## src/rtl/booth_seq_multiplier_pkg.sv

```systemverilog
// Shared definitions for the sequential Booth multiplier.
//   state_t    : FSM states IDLE / RUN / DONE
//   cnt_width  : bit width of the step counter for a given operand width;
//                it must hold WIDTH+1, the number of Booth steps per operation.
package booth_seq_multiplier_pkg;

    typedef enum logic [1:0] {
        IDLE = 2'd0,
        RUN  = 2'd1,
        DONE = 2'd2
    } state_t;

    function automatic int cnt_width(input int width);
        return $clog2(width + 2);
    endfunction

endpackage

```

## src/rtl/booth_seq_multiplier_if.sv

```systemverilog
// Request/result bundle of the sequential Booth multiplier.
//   start      : request, accepted only while busy==0
//   is_signed  : 1 = operands are two's complement, 0 = unsigned
//   M, Q       : multiplicand / multiplier, sampled on an accepted start
//   A          : 2*WIDTH-bit product, holds the last completed result
//   busy       : 1 while iterating
//   done       : one-cycle pulse, A carries a new result
//   state      : current FSM state, exported for observation
//
// Handshake: an operation is accepted on a rising clock edge where
// start==1 && busy==0 (IDLE or DONE). After acceptance the operand inputs
// may change freely; start while busy is ignored and not remembered.
// The result is announced by done==1 for exactly one cycle.
interface booth_seq_multiplier_if #(
    parameter int WIDTH = 8
);
    import booth_seq_multiplier_pkg::*;

    logic                 start;
    logic                 is_signed;
    logic [WIDTH-1:0]     M;
    logic [WIDTH-1:0]     Q;
    logic [2*WIDTH-1:0]   A;
    logic                 busy;
    logic                 done;
    state_t               state;

    modport master (
        output start, is_signed, M, Q,
        input  A, busy, done, state
    );

    modport slave (
        input  start, is_signed, M, Q,
        output A, busy, done, state
    );

endinterface

```

## src/rtl/booth_seq_multiplier_step.sv

```systemverilog
// One radix-2 Booth iteration (combinational).
//   acc, mq, q_m1, mcand : current accumulator, multiplier register,
//                          previous multiplier bit and multiplicand
//   acc_n, mq_n, q_m1_n  : values after the add/sub and the arithmetic
//                          right shift of {acc, mq, q_m1}
// IW is the internal width (operand width + 1), which keeps the add and
// subtract free of overflow for both signed and unsigned operands.
module booth_step #(
    parameter int IW = 9
) (
    input  logic [IW-1:0] acc,
    input  logic [IW-1:0] mq,
    input  logic          q_m1,
    input  logic [IW-1:0] mcand,
    output logic [IW-1:0] acc_n,
    output logic [IW-1:0] mq_n,
    output logic          q_m1_n
);

    logic [IW-1:0] sum;

    always_comb begin
        sum = acc;
        case ({mq[0], q_m1})
            2'b01:   sum = acc + mcand;
            2'b10:   sum = acc - mcand;
            default: sum = acc;
        endcase
        // Arithmetic shift right of the concatenation {sum, mq, q_m1}.
        acc_n  = {sum[IW-1], sum[IW-1:1]};
        mq_n   = {sum[0], mq[IW-1:1]};
        q_m1_n = mq[0];
    end

endmodule

```

## src/rtl/booth_seq_multiplier.sv

```systemverilog
// Iterative radix-2 Booth multiplier, one step per clock.
//   clk    : rising-edge clock
//   rst_n  : synchronous active-low reset
//   bus    : slave side of booth_seq_multiplier_if (start, is_signed, M, Q,
//            A, busy, done, state)
// An accepted operation takes WIDTH+1 steps; DONE is entered on the edge
// that performs the final step, and A is written only at that moment.
module booth_seq_multiplier
    import booth_seq_multiplier_pkg::*;
#(
    parameter int WIDTH = 8
) (
    input  logic                    clk,
    input  logic                    rst_n,
    booth_seq_multiplier_if.slave   bus
);

    localparam int            IW    = WIDTH + 1;
    localparam int            CW    = cnt_width(WIDTH);
    localparam logic [CW-1:0] STEPS = CW'(IW);

    state_t               state;
    state_t               next_state;
    logic [IW-1:0]        acc;
    logic [IW-1:0]        mq;
    logic [IW-1:0]        mcand;
    logic                 q_m1;
    logic [CW-1:0]        count;
    logic [2*WIDTH-1:0]   prod;

    logic [IW-1:0]        acc_n;
    logic [IW-1:0]        mq_n;
    logic                 q_m1_n;

    logic                 accept;
    logic                 last_step;

    assign accept    = bus.start && (state != RUN);
    assign last_step = (state == RUN) && (count == CW'(1));

    booth_step #(.IW(IW)) u_step (
        .acc    (acc),
        .mq     (mq),
        .q_m1   (q_m1),
        .mcand  (mcand),
        .acc_n  (acc_n),
        .mq_n   (mq_n),
        .q_m1_n (q_m1_n)
    );

    // State register
    always_ff @(posedge clk) begin
        if (!rst_n) state <= IDLE;
        else        state <= next_state;
    end

    // Next-state logic
    always_comb begin
        next_state = state;
        case (state)
            IDLE:    if (bus.start) next_state = RUN;
            RUN:     if (count == CW'(1)) next_state = DONE;
            DONE:    next_state = bus.start ? RUN : IDLE;
            default: next_state = IDLE;
        endcase
    end

    // Outputs
    always_comb begin
        bus.busy  = (state == RUN);
        bus.done  = (state == DONE);
        bus.A     = prod;
        bus.state = state;
    end

    // Datapath: operand load, Booth iteration, result capture
    always_ff @(posedge clk) begin
        if (!rst_n) begin
            acc   <= '0;
            mq    <= '0;
            mcand <= '0;
            q_m1  <= 1'b0;
            count <= '0;
            prod  <= '0;
        end else if (accept) begin
            acc   <= '0;
            mq    <= {bus.is_signed & bus.Q[WIDTH-1], bus.Q};
            mcand <= {bus.is_signed & bus.M[WIDTH-1], bus.M};
            q_m1  <= 1'b0;
            count <= STEPS;
        end else if (state == RUN) begin
            acc   <= acc_n;
            mq    <= mq_n;
            q_m1  <= q_m1_n;
            count <= count - CW'(1);
            // Low 2*WIDTH bits of {acc, mq} after the final step.
            if (last_step) prod <= {acc_n[WIDTH-2:0], mq_n};
        end
    end

endmodule

```

## src/flat_wrapper.sv

```systemverilog
// flat-port wrapper written by rule: the top's interface ports become plain ports
module booth_seq_multiplier_flat import booth_seq_multiplier_pkg::*;
#(
    parameter int WIDTH = 8
)
  (clk, rst_n, bus_start, bus_is_signed, bus_M, bus_Q, bus_A, bus_busy, bus_done, bus_state);
  booth_seq_multiplier_if #(.WIDTH(WIDTH)) bus_i ();
  input  logic clk;
  input  logic rst_n;
  input wire logic [$bits(bus_i.start)-1:0] bus_start;
  input wire logic [$bits(bus_i.is_signed)-1:0] bus_is_signed;
  input wire logic [$bits(bus_i.M)-1:0] bus_M;
  input wire logic [$bits(bus_i.Q)-1:0] bus_Q;
  output wire logic [$bits(bus_i.A)-1:0] bus_A;
  output wire logic [$bits(bus_i.busy)-1:0] bus_busy;
  output wire logic [$bits(bus_i.done)-1:0] bus_done;
  output wire logic [$bits(bus_i.state)-1:0] bus_state;
  assign bus_i.start = bus_start;
  assign bus_i.is_signed = bus_is_signed;
  assign bus_i.M = bus_M;
  assign bus_i.Q = bus_Q;
  assign bus_A = bus_i.A;
  assign bus_busy = bus_i.busy;
  assign bus_done = bus_i.done;
  assign bus_state = bus_i.state;
  booth_seq_multiplier #(.WIDTH(WIDTH)) u_core (.clk(clk), .rst_n(rst_n), .bus(bus_i));
endmodule
```

## config.mk

```make
export PLATFORM = sky130hd
export DESIGN_NAME = booth_seq_multiplier_flat
export DESIGN_NICKNAME = d
export VERILOG_FILES = /design/src/rtl/booth_seq_multiplier_pkg.sv /design/src/rtl/booth_seq_multiplier_if.sv /design/src/rtl/booth_seq_multiplier_step.sv /design/src/rtl/booth_seq_multiplier.sv /design/src/flat_wrapper.sv
export SDC_FILE = /design/constraint.sdc
export NUM_CORES = 1
export LEC_CHECK = 0
export CAP_MARGIN = 20
export CORE_MARGIN = 2
export CORE_UTILIZATION = 45
export CTS_CLUSTER_DIAMETER = 100
export DETAILED_ROUTE_END_ITERATION = 12
export PLACE_DENSITY = 0.72
export SLEW_MARGIN = 20
export SYNTH_ARGS = -nofsm -noshare
export SYNTH_HDL_FRONTEND = slang
export SYNTH_SLANG_ARGS = --single-unit
```

## constraint.sdc

```tcl
create_clock -name clk -period 2.5 [get_ports clk]
set_clock_uncertainty 0.15 [all_clocks]
set_input_delay 0.75 -clock clk [delete_from_list [all_inputs] [get_ports clk]]
set_output_delay 0.75 -clock clk [all_outputs]
set_load 0.01 [all_outputs]
```

==> results.md, run 1 <==
* Async SR Flop Fraction at 0%
* Synth Area in Simple Gates at about 18%
* Clock network power share at between 20% and 30%
* Worst setup margin at -0.0861 ns
* CP Capture Type: flop
* Worst hold path endpoint: u_core.bus.A[3]$_SDFFE_PN0P_
* Post-DP Area at 3020 µm²
* Failing checks: setup timing
* 1st-iter DRT viols at 127
* Initial Utilization at 47.2%
* Sequential share of power at 40.8%
* Reg2Reg Setup Slack at -0.09 ns
* Status: finished with violations
* Cell count after synthesis at 292
* Most common cell in the synthesized netlist: dfxtp_1
* Switching Power at 654 µW
* Die height at 77.4 µm
* Unrepaired setup endpoints after global routing: yes
* Worst-margin pin slew at 0.461 ns
* Mux contribution to synthesized area at 5.78%
* Worst Reg-to-Reg Cells at 10
* Hold crit path type: reg -> reg
* Antenna Cells at 0
* Pwr Density at 646 nW/µm²
* Core ar. at 5140 µm²
* Setup Viol. Count Final at 1
* DRC viols at 0
* Vias/cell at 5.26
* Antenna Nets Post-Route at 0
* Top_reg_cell synth: dfxtp_1
* Design area at ~3300 µm²
* Hpwl dp at 4060 µm
* Vias in the first global route at 2068
* Non-Filler Instances at 425
* RD Place Congestion at 0.837
* Bufs on Longest Clock Path at 2
* Site Rows at 26
* Arr. time, crit path at 2.67 ns
* Fin nets at just under 400
* Sinks on Clock Net at 49
* Critical Path Start Type: flop
* Die width at 77.4 µm
* Leakage at 0.00133 µW
* Worst hold stages at 2
* Synth top cells by count: 49 x dfxtp_1, 48 x nand2_1, 35 x a21oi_1, 34 x nor2_1, 18 x a211oi_1
* P_int at 1480 µW
* Routed wire length per instance at 13.9 µm
* Syn_nets at 325
* Worst VDD drop at approximately 0.00044 V
* Req. time, crit path at 2.59 ns
* Synth Register Bits at 49
* Slew Limit Fails at 0
* Hold_ws at 0.308 ns
* Root buffer cell: clkbuf_8
* I/O pins at 40
* Via count at 2235
* Synth area leader: dfxtp_1
* Max-cap violations at 0
* Syn Area/Cell at 8.31 µm²
* Post-Synth Adder-Cell Area at 7.01%
* Reg clk slew, reported paths at approximately 0.09 ns
* CTS tree: yes
* Hold Violations, Final at 0
* Die ar. at 5990 µm²
* Fmax achieved at ~390 MHz
* Post-synthesis sequential area ratio at 40.4%
* Dpl ws at -0.0886 ns
* Share of the synthesized area in the top cell type at between 40% and 50%
* Sw Share at about 31%
* Compound-cell area share of the yosys netlist at a little under a fifth
* Area grow syn2layout at 36.6%
* Largest family of logic cells by synthesized area: compound AO/OA/AOI/OAI gates
* Logic pwr share at about a third
* Worst-path fanout max at 4
* Minimum clock period after layout at approximately 2.6 ns
* Post-Syn Area at 2430 µm²
* YS warnings at 0
* Ratio of cells with drive above 1 in the final layout at 20.0%
* Setup Crit Path Kind: reg -> reg
* Hold Buf Count CTS at 0
* Num CTS Buffers at 5
* CTS HTree Levels at 2
* Post-synth EDFFs at 0
* R2r startpoint: u_core.mcand[3]$_SDFFE_PN0P_
* Synth top area cells: dfxtp_1 40%, nand2_1 7.4%, a21oi_1 7.2%
* Final worst path period share at 103%
* Total grt overflow at 0
* Cells after DPL at a little over 400
* Drt pass-1 iters at 4
* Hold Startpoint: u_core.bus.A[3]$_SDFFE_PN0P_
* Count of cell types in the netlist at 37
* R2R Path End: u_core.acc[7]$_SDFFE_PP0P_
* Port Buffers at 39
* First-pass GRT wire length at about 9500 µm
* Drt total wl at slightly below 6000 µm
* Slew margin rel. at 69.2%
* Clock latency on the worst-skew pair at ~0.3 ns
* Total Routing Usage GR at 19.6%
* Synth Area in XOR/XNOR at 5.05%
* Largest net degree at the start of global routing at 27
* Initial antenna violation count at 0
* Design Power at 2140 µW
layout make-up:
type                       instances  area, µm²
clock buffer                       6       72.6
clock inverter                     2       38.8
fill                             468       1830
inverter                          11       41.3
multi-input combinational        217       1450
sequential                        49        993
tap                               70       87.6
timing repair buffer              70        629
critical path, stage by stage, from the launching register on:
cell	delay, ns
dfxtp_4	0.38
nor4_4	0.37
a21oi_2	0.10
xnor2_1	0.14
ha_1	0.35
nand2_2	0.09
o21ai_2	0.17
a21oi_2	0.05
xnor2_1	0.14
or4_1	0.45
a21oi_2	0.14
how the worst max path moves through the flow:
stage	depth (start not counted)	slack [ns]	to	startpoint
final	10	-0.09	u_core.acc[7]$_SDFFE_PP0P_	u_core.mcand[3]$_SDFFE_PN0P_
after detailed placement	12	-0.09	u_core.acc[7]$_SDFFE_PP0P_	u_core.q_m1$_SDFFE_PP0P_
after global routing	11	-0.18	u_core.acc[7]$_SDFFE_PP0P_	u_core.mcand[2]$_SDFFE_PN0P_
after CTS	11	-0.04	u_core.acc[7]$_SDFFE_PP0P_	u_core.mcand[2]$_SDFFE_PN0P_
after global placement	11	-0.02	u_core.acc[7]$_SDFFE_PP0P_	u_core.mcand[2]$_SDFFE_PN0P_
after floorplan	12	0.004	u_core.acc[7]$_SDFFE_PP0P_	u_core.q_m1$_SDFFE_PP0P_
cell families (layout without fill, tap and decap cells):
group                      after synthesis  count (layout)
and+or+nand+nor                        102             102
AOI/OAI and AO/OA                       74              74
DFF                                     49              49
buffers and inverters                   26              89
xor gates and xnor gates                14              14
muxes                                   14              14
adders and majority gates               13              13
cell usage in the layout (no fill, tap or decap), types with 3 or more instances in the layout:
cell type	Yosys	routed
nand2_1	48	47
dfxtp_1	49	43
clkdlybuf4s50_1	0	38
nor2_1	34	31
buf_4	1	30
a21oi_1	35	29
a211oi_1	18	18
mux2i_1	14	13
xnor2_1	11	10
ha_1	12	10
inv_1	10	9
a21oi_2	0	6
clkbuf_8	0	5
o21ai_0	8	4
dfxtp_2	0	4
nor2_2	0	3
nor2b_1	3	3
o21ai_2	0	3
a21o_1	3	3
nand3_1	3	3
xor2_1	3	3
state kept, by name, indices dropped and copies added (netlist names):
register	flops
u_core.bus.state	2
u_core.acc	8
u_core.count	4
u_core.mcand	9
u_core.bus.A	16
u_core.mq	9
u_core.q_m1	1
layer usage:
metal / wire length [µm] / track usage, % / up-vias
li1: - / - / 1131
met1: 2700 / 26.1 / 1044
met2: 2860 / 31.3 / 48
met3: 258 / 3.95 / 12
met4: 103 / 7.32 / 0
met5: 0 / 0 / -
per-stage QoR:
stage          utilization [%]  TNS [ns]
2_1_floorplan                -         0
3_3_place_gp              58.7   -0.0160
3_5_place_dp              58.7    -0.140
4_1_cts                   62.1   -0.0383
5_1_grt                   64.5    -0.667
6_report                  64.5   -0.0861
power by group through the flow:
stage          logic (µW)  registers, µW  clock network (µW)
2_1_floorplan         388            880                   0
3_3_place_gp          572            882                   0
3_5_place_dp          584            884                   0
4_1_cts               615            870                 582
5_1_grt               767            880                 609
6_report              699            872                 568
what timing repair did:
action / CTS / global route
buffers inserted: 2 / 3
pin swaps: 7 / 16
endpoints found under the setup margin: 7 / 10
resized for setup: 13 / 28
Note: power is estimated with default switching activity, not from simulation.
==> run 2: changes to the inputs <==
--- a/config.mk
+++ b/config.mk
@@ -11,6 +11,7 @@
 export CTS_CLUSTER_DIAMETER = 100
 export DETAILED_ROUTE_END_ITERATION = 12
 export PLACE_DENSITY = 0.72
+export SKIP_LAST_GASP = 1
 export SLEW_MARGIN = 20
 export SYNTH_ARGS = -nofsm -noshare
 export SYNTH_HDL_FRONTEND = slang
==> run 2 against run 1 <==
Compared with the run above:
- via count rose by 1.1%
- critical path depth did not move
- the run still ends with setup timing left
- critical endpoint unchanged
- die area unchanged
- sequential share of layout area hardly changed
- clock power fell by 0.7%
==> results.md, run 2 (synthesized netlist as in run 1, its figures left out) <==
* Pwr Density at 643 nW/µm²
* Port Buffers at 39
* Core ar. at around 5100 µm²
* Multi-input gate area at roughly 1500 µm²
* Site Rows at 26
* Setup Crit Path Kind: reg -> reg
* Commonest cells after routing, fill and taps aside: 47 x nand2_1, 44 x dfxtp_1, 38 x clkdlybuf4s50_1, 31 x nor2_1, 30 x buf_4
* Worst VDD drop at 0.000413 V
* Antenna Nets Post-Route at 0
* Die ar. at 5990 µm²
* Vias in the first global route at about 2.1k
* Routed wire length per instance at 13.7 µm
* Hold Buf Count CTS at 0
* Top delay family on crit path: simple AND/OR/NAND/NOR gates
* Initial antenna violation count at 0
* Arr. time, crit path at about 2.7 ns
* Final-layout fill cell count at 467
* CTS HTree Levels at 2
* Root buffer cell: clkbuf_8
* Worst-path fanout max at 4
* Hold crit path type: reg -> reg
* Cells after DPL at a little over 400
* Fin nets at 387
* Final worst path period share at 104%
* Initial Utilization at about 47%
* Via count at 2260
* Bufs on Longest Clock Path at 2
* RD Place Congestion at roughly 0.84
* Post-DP Area at 3020 µm²
* Ratio of cells with drive above 1 in the final layout at 19.2%
* Total Routing Usage GR at 19.4%
* Die height at 77.4 µm
* CP Buf/Inv Count at 0
* Max-cap violations at 0
* Req. time, crit path at ~2.6 ns
* Reg clk slew, reported paths at 0.09 ns
* P_int at 1480 µW
* Non-Filler Instances at 425
* Hold Violations, Final at 0
* Die width at slightly below 80 µm
* Clock network power share at 26.5%
* Vias/cell at 5.32
* Critical Path Start Type: flop
* Failing checks: setup timing
* Largest net degree at the start of global routing at 27
* Drt total wl at around 5800 µm
* Most common cell after layout, fill and taps aside: nand2_1
* Worst-margin pin slew at 0.455 ns
* Fmax achieved at 385 MHz
* Sw Share at a little under a third
* Setup Viol. Count Final at 1
* Switching Power at 647 µW
* I/O pins at 40
* Design area at 3310 µm²
* Total grt overflow at 0
* Status: finished with violations
* Sequential Area at 992 µm²
* Logic pwr share at 32.6%
* Crit-path slowest cell: or4_1
* Sequential share of power at 40.9%
* Leakage at 0.00133 µW
* CP Capture Type: flop
* Area grow syn2layout at 36.6%
* Worst setup margin at -0.0954 ns
* Total negative slack at -0.0954 ns
* Num CTS Buffers at 5
* Unrepaired setup endpoints after global routing: yes
* 1st-iter DRT viols at 139
* Slew Limit Fails at 0
* Antenna Cells at 0
* Dpl ws at -0.0886 ns
* Crit-path max cell delay at 0.44 ns
* Hold_ws at between 0.3 and 0.4 ns
* Slew margin rel. at 69.6%
* Hpwl dp at 4060 µm
* DRC viols at 0
* CTS tree: yes
* CP Cell Sequence: nor3_1 -> nor2_2 -> xnor2_1 -> ha_1 -> a21o_1 -> a31o_4 -> a21oi_2 -> xnor2_1 -> or4_1 -> a21oi_2
* First-pass GRT wire length at 9450 µm
* Clock latency on the worst-skew pair at around 0.30 ns
* Max reg flops at 16
* Sinks on Clock Net at between 40 and 50
* Drt pass-1 iters at 4
* Minimum clock period after layout at approximately 2.6 ns
[run 2: path summary, 6_finish.rpt]
| kind | startpoint | to | slack, ns | depth (start not counted) |
|---|---|---|---|---|
| setup / recovery | u_core.mcand[1]$_SDFFE_PN0P_ | u_core.acc[7]$_SDFFE_PP0P_ | -0.1 | 10 |
| hold / removal | u_core.bus.A[3]$_SDFFE_PN0P_ | u_core.bus.A[3]$_SDFFE_PN0P_ | 0.31 | 2 |
| hold reg to reg | u_core.bus.A[3]$_SDFFE_PN0P_ | u_core.bus.A[3]$_SDFFE_PN0P_ | 0.31 | 2 |
| setup reg to reg | u_core.mcand[1]$_SDFFE_PN0P_ | u_core.acc[7]$_SDFFE_PP0P_ | -0.1 | 10 |
[run 2: area by class of cell]
cell class	count	area share [%]
Clock inverter	2	1.17
Sequential cell	49	29.9
Inverter	11	1.25
Timing Repair Buffer	70	19.0
Multi-Input combinational cell	217	43.8
Tap cell	70	2.64
Clock buffer	6	2.19
[run 2: layer usage]
metal  part of all wire (%)  global-route usage [%]
met1                     46                    26.0
met4                    1.8                    7.14
met2                     49                    31.0
met3                    3.4                    3.95
met5                      0                       0
[run 2: worst min-delay path: cells and delay by family (launching register included)]
| family | cells | cell delay [ns] |
|---|---|---|
| DFF | 1 | 0.32 |
| and+or+nand+nor | 1 | 0.05 |
| AOI/OAI and AO/OA | 1 | 0.05 |
[run 2: what timing repair did]
action                                  in CTS  in global routing
pin swaps                                    7                 16
resized for setup                           10                 29
endpoints found under the setup margin       7                 10
buffers inserted                             2                  3
[run 2: power groups by stage]
| stage | combinational [µW] | sequential, µW | clock, µW |
|---|---|---|---|
| finish | 694 | 872 | 564 |
| global route | 762 | 880 | 609 |
| CTS | 610 | 868 | 582 |
| detailed placement | 584 | 884 | 0 |
| global placement | 572 | 882 | 0 |
| floorplan | 388 | 880 | 0 |
[run 2: per-stage QoR]
| stage | total power, µW | utilization, % |
|---|---|---|
| after floorplan | 1270 | - |
| after global placement | 1450 | 58.7 |
| after detailed placement | 1470 | 58.7 |
| after CTS | 2060 | 61.9 |
| after global routing | 2250 | 64.5 |
| final | 2130 | 64.5 |
==> run 3: changes to the inputs <==
--- a/config.mk
+++ b/config.mk
@@ -7,10 +7,10 @@
 export LEC_CHECK = 0
 export CAP_MARGIN = 20
 export CORE_MARGIN = 2
-export CORE_UTILIZATION = 45
+export CORE_UTILIZATION = 48
 export CTS_CLUSTER_DIAMETER = 100
 export DETAILED_ROUTE_END_ITERATION = 12
-export PLACE_DENSITY = 0.72
+export PLACE_DENSITY = 0.76
 export SKIP_LAST_GASP = 1
 export SLEW_MARGIN = 20
 export SYNTH_ARGS = -nofsm -noshare
==> run 3 against run 2 <==
Compared with the run above:
- the flow still finishes with violations (setup timing)
- hold slack hardly changed
- register-to-register slack better by 0.09 ns
- first-iteration DRC count increased by 3.6%
- cell count down 1.6%
- non-clock buffer count shrank 4
- sequential share of layout area grew 0.59 points
- global-route usage is 1.3 points higher
- critical endpoint unchanged
- largest power group unchanged
- highest routed layer unchanged
==> results.md, run 3 (synthesized netlist as in run 1, its figures left out) <==
* Status: finished with violations
* Failing checks: setup timing
* CP Buf/Inv Count at 1
* Multi-input gate area at ~1400 µm²
* 1st-iter DRT viols at 144
* Antenna Nets Post-Route at 0
* Non-Filler Instances at 418
* First-pass GRT wire length at 8950 µm
* Arr. time, crit path at 2.61 ns
* Site Rows at 25
* Hold Startpoint: u_core.bus.A[5]$_SDFFE_PN0P_
* RD Place Congestion at 0.821
* Worst-margin pin slew at about 0.5 ns
* Gr busiest metal: met2
* Minimum clock period after layout at 2.51 ns
* Sinks on Clock Net at 49
* Hpwl dp at 4060 µm
* Design Power at 2110 µW
* Hold Violations, Final at 0
* Commonest cells after routing, fill and taps aside: 48 x nand2_1, 42 x dfxtp_1, 38 x clkdlybuf4s50_1, 32 x nor2_1, 31 x a21oi_1
* Worst Setup SP: u_core.mcand[1]$_SDFFE_PN0P_
* Leakage at around 0.0013 µW
* CP Capture Type: flop
* Initial antenna violation count at 0
* I/O pins at 40
* Slew margin rel. at 66.0%
* Hold Buf Count CTS at 0
* Fmax achieved at 399 MHz
* Final worst path period share at 100%
* Final core occ at 67.9%
* Bufs on Longest Clock Path at 2
* Via count at ~2.2k
* Most common cell after layout, fill and taps aside: nand2_1
* Setup Crit Path Kind: reg -> reg
* Largest net degree at the start of global routing at 27
* Crit-path max cell delay at 0.41 ns
* Vias/cell at 5.33
* Dpl ws at -0.0639 ns
* Drt pass-1 iters at 4
* Sequential Area at around 990 µm²
* Vias in the first global route at between 1.5k and 2k
* Unrepaired setup endpoints after global routing: yes
* Setup Viol. Count Final at 1
* Global Route met1 Usage at 27.9%
* Fin nets at between 300 and 400
* CTS HTree Levels at 2
* GRT met3 Usage at 2.41%
* Crit-path slowest cell: or4_1
* Req. time, crit path at approximately 2.6 ns
* Hold crit path type: reg -> reg
* Total negative slack at -0.00823 ns
* Port Buffers at 39
* CP Cell Sequence: inv_1 -> ha_2 -> mux2i_1 -> fa_2 -> a31o_4 -> a21oi_2 -> xnor2_1 -> or4_1 -> a21oi_1
* Max reg flops at 16
* Drt total wl at 5750 µm
* Die ar. at 5640 µm²
* Top delay family on crit path: adder cells
* DRC viols at 0
* Routed wire length per instance at 13.8 µm
* Worst VDD drop at 0.000381 V
* Slew Limit Fails at 0
* Initial Utilization at 50.7%
* Worst-path fanout max at 4
* Clock latency on the worst-skew pair at 0.32 ns
* Cells after DPL at 405
* Critical Path Start Type: flop
* Num CTS Buffers at 5
* Core ar. at around 4800 µm²
* Ratio of cells with drive above 1 in the final layout at 16.8%
* Pwr Density at 648 nW/µm²
* Root buffer cell: clkbuf_8
* Area grow syn2layout at 33.9%
* R2r startpoint: u_core.mcand[1]$_SDFFE_PN0P_
* Die width at 75.1 µm
* Antenna Cells at 0
* Total grt overflow at 0
* Die height at 75.1 µm
* CTS tree: yes
* Total Routing Usage GR at ~21%
* Worst setup margin at -0.00823 ns
* Met2 global-route usage at 33.9%
* Final-layout fill cell count at 375
* Max-cap violations at 0
* Reg clk slew, reported paths at 0.09 ns
## run 3: changes by cell type in the layout (fill, tap and decap cells not counted), sizes merged
cell,previous run,this run
buf,31,27
## run 3: per-stage QoR
stage,instance area [µm²],hold WS [ns]
2_1_floorplan,2430,0.284
3_3_place_gp,2980,0.294
3_5_place_dp,2980,0.297
4_1_cts,3130,0.310
5_1_grt,3250,0.332
6_report,3250,0.308
## run 3: area by class of cell
cell class,instances,share of cell area (%)
inverters,11,1.27
repair buffers,66,18.4
well taps,67,2.58
multi-input cells,217,43.7
clock inverters,2,1.19
flip-flops and latches,49,30.5
clock buffers,6,2.23
## run 3: path summary, 6_finish.rpt
kind	end	slack (ns)	cells after the start
worst max-delay path	u_core.acc[7]$_SDFFE_PP0P_	-0.008	9
worst min-delay path	u_core.bus.A[5]$_SDFFE_PN0P_	0.31	2
worst max register to register	u_core.acc[7]$_SDFFE_PP0P_	-0.008	9
worst min register to register	u_core.bus.A[5]$_SDFFE_PN0P_	0.31	2
## run 3: routing by layer
| layer | part of all wire [%] | wire length [µm] | vias up |
|---|---|---|---|
| met4 | 2.1 | 123 | 0 |
| li1 | - | - | 1127 |
| met1 | 47 | 2690 | 1039 |
| met5 | 0 | 0 | - |
| met2 | 48 | 2740 | 50 |
| met3 | 3.4 | 194 | 10 |
## run 3: where the power goes
part           switching, µW  internal (µW)
sequential              44.3            828
combinational            320            332
clock                    280            301
total                    645           1460
## run 3: what timing repair did
action,in CTS,in global routing
gates cloned,0,0
pin swaps,3,16
endpoints found under the setup margin,6,12
resized for setup,8,24
buffers inserted,1,4
## run 3: worst min-delay path: stages (launching register included)
cell and delay (ns):
dfxtp_1 0.32, nand2_1 0.05, a21oi_1 0.05
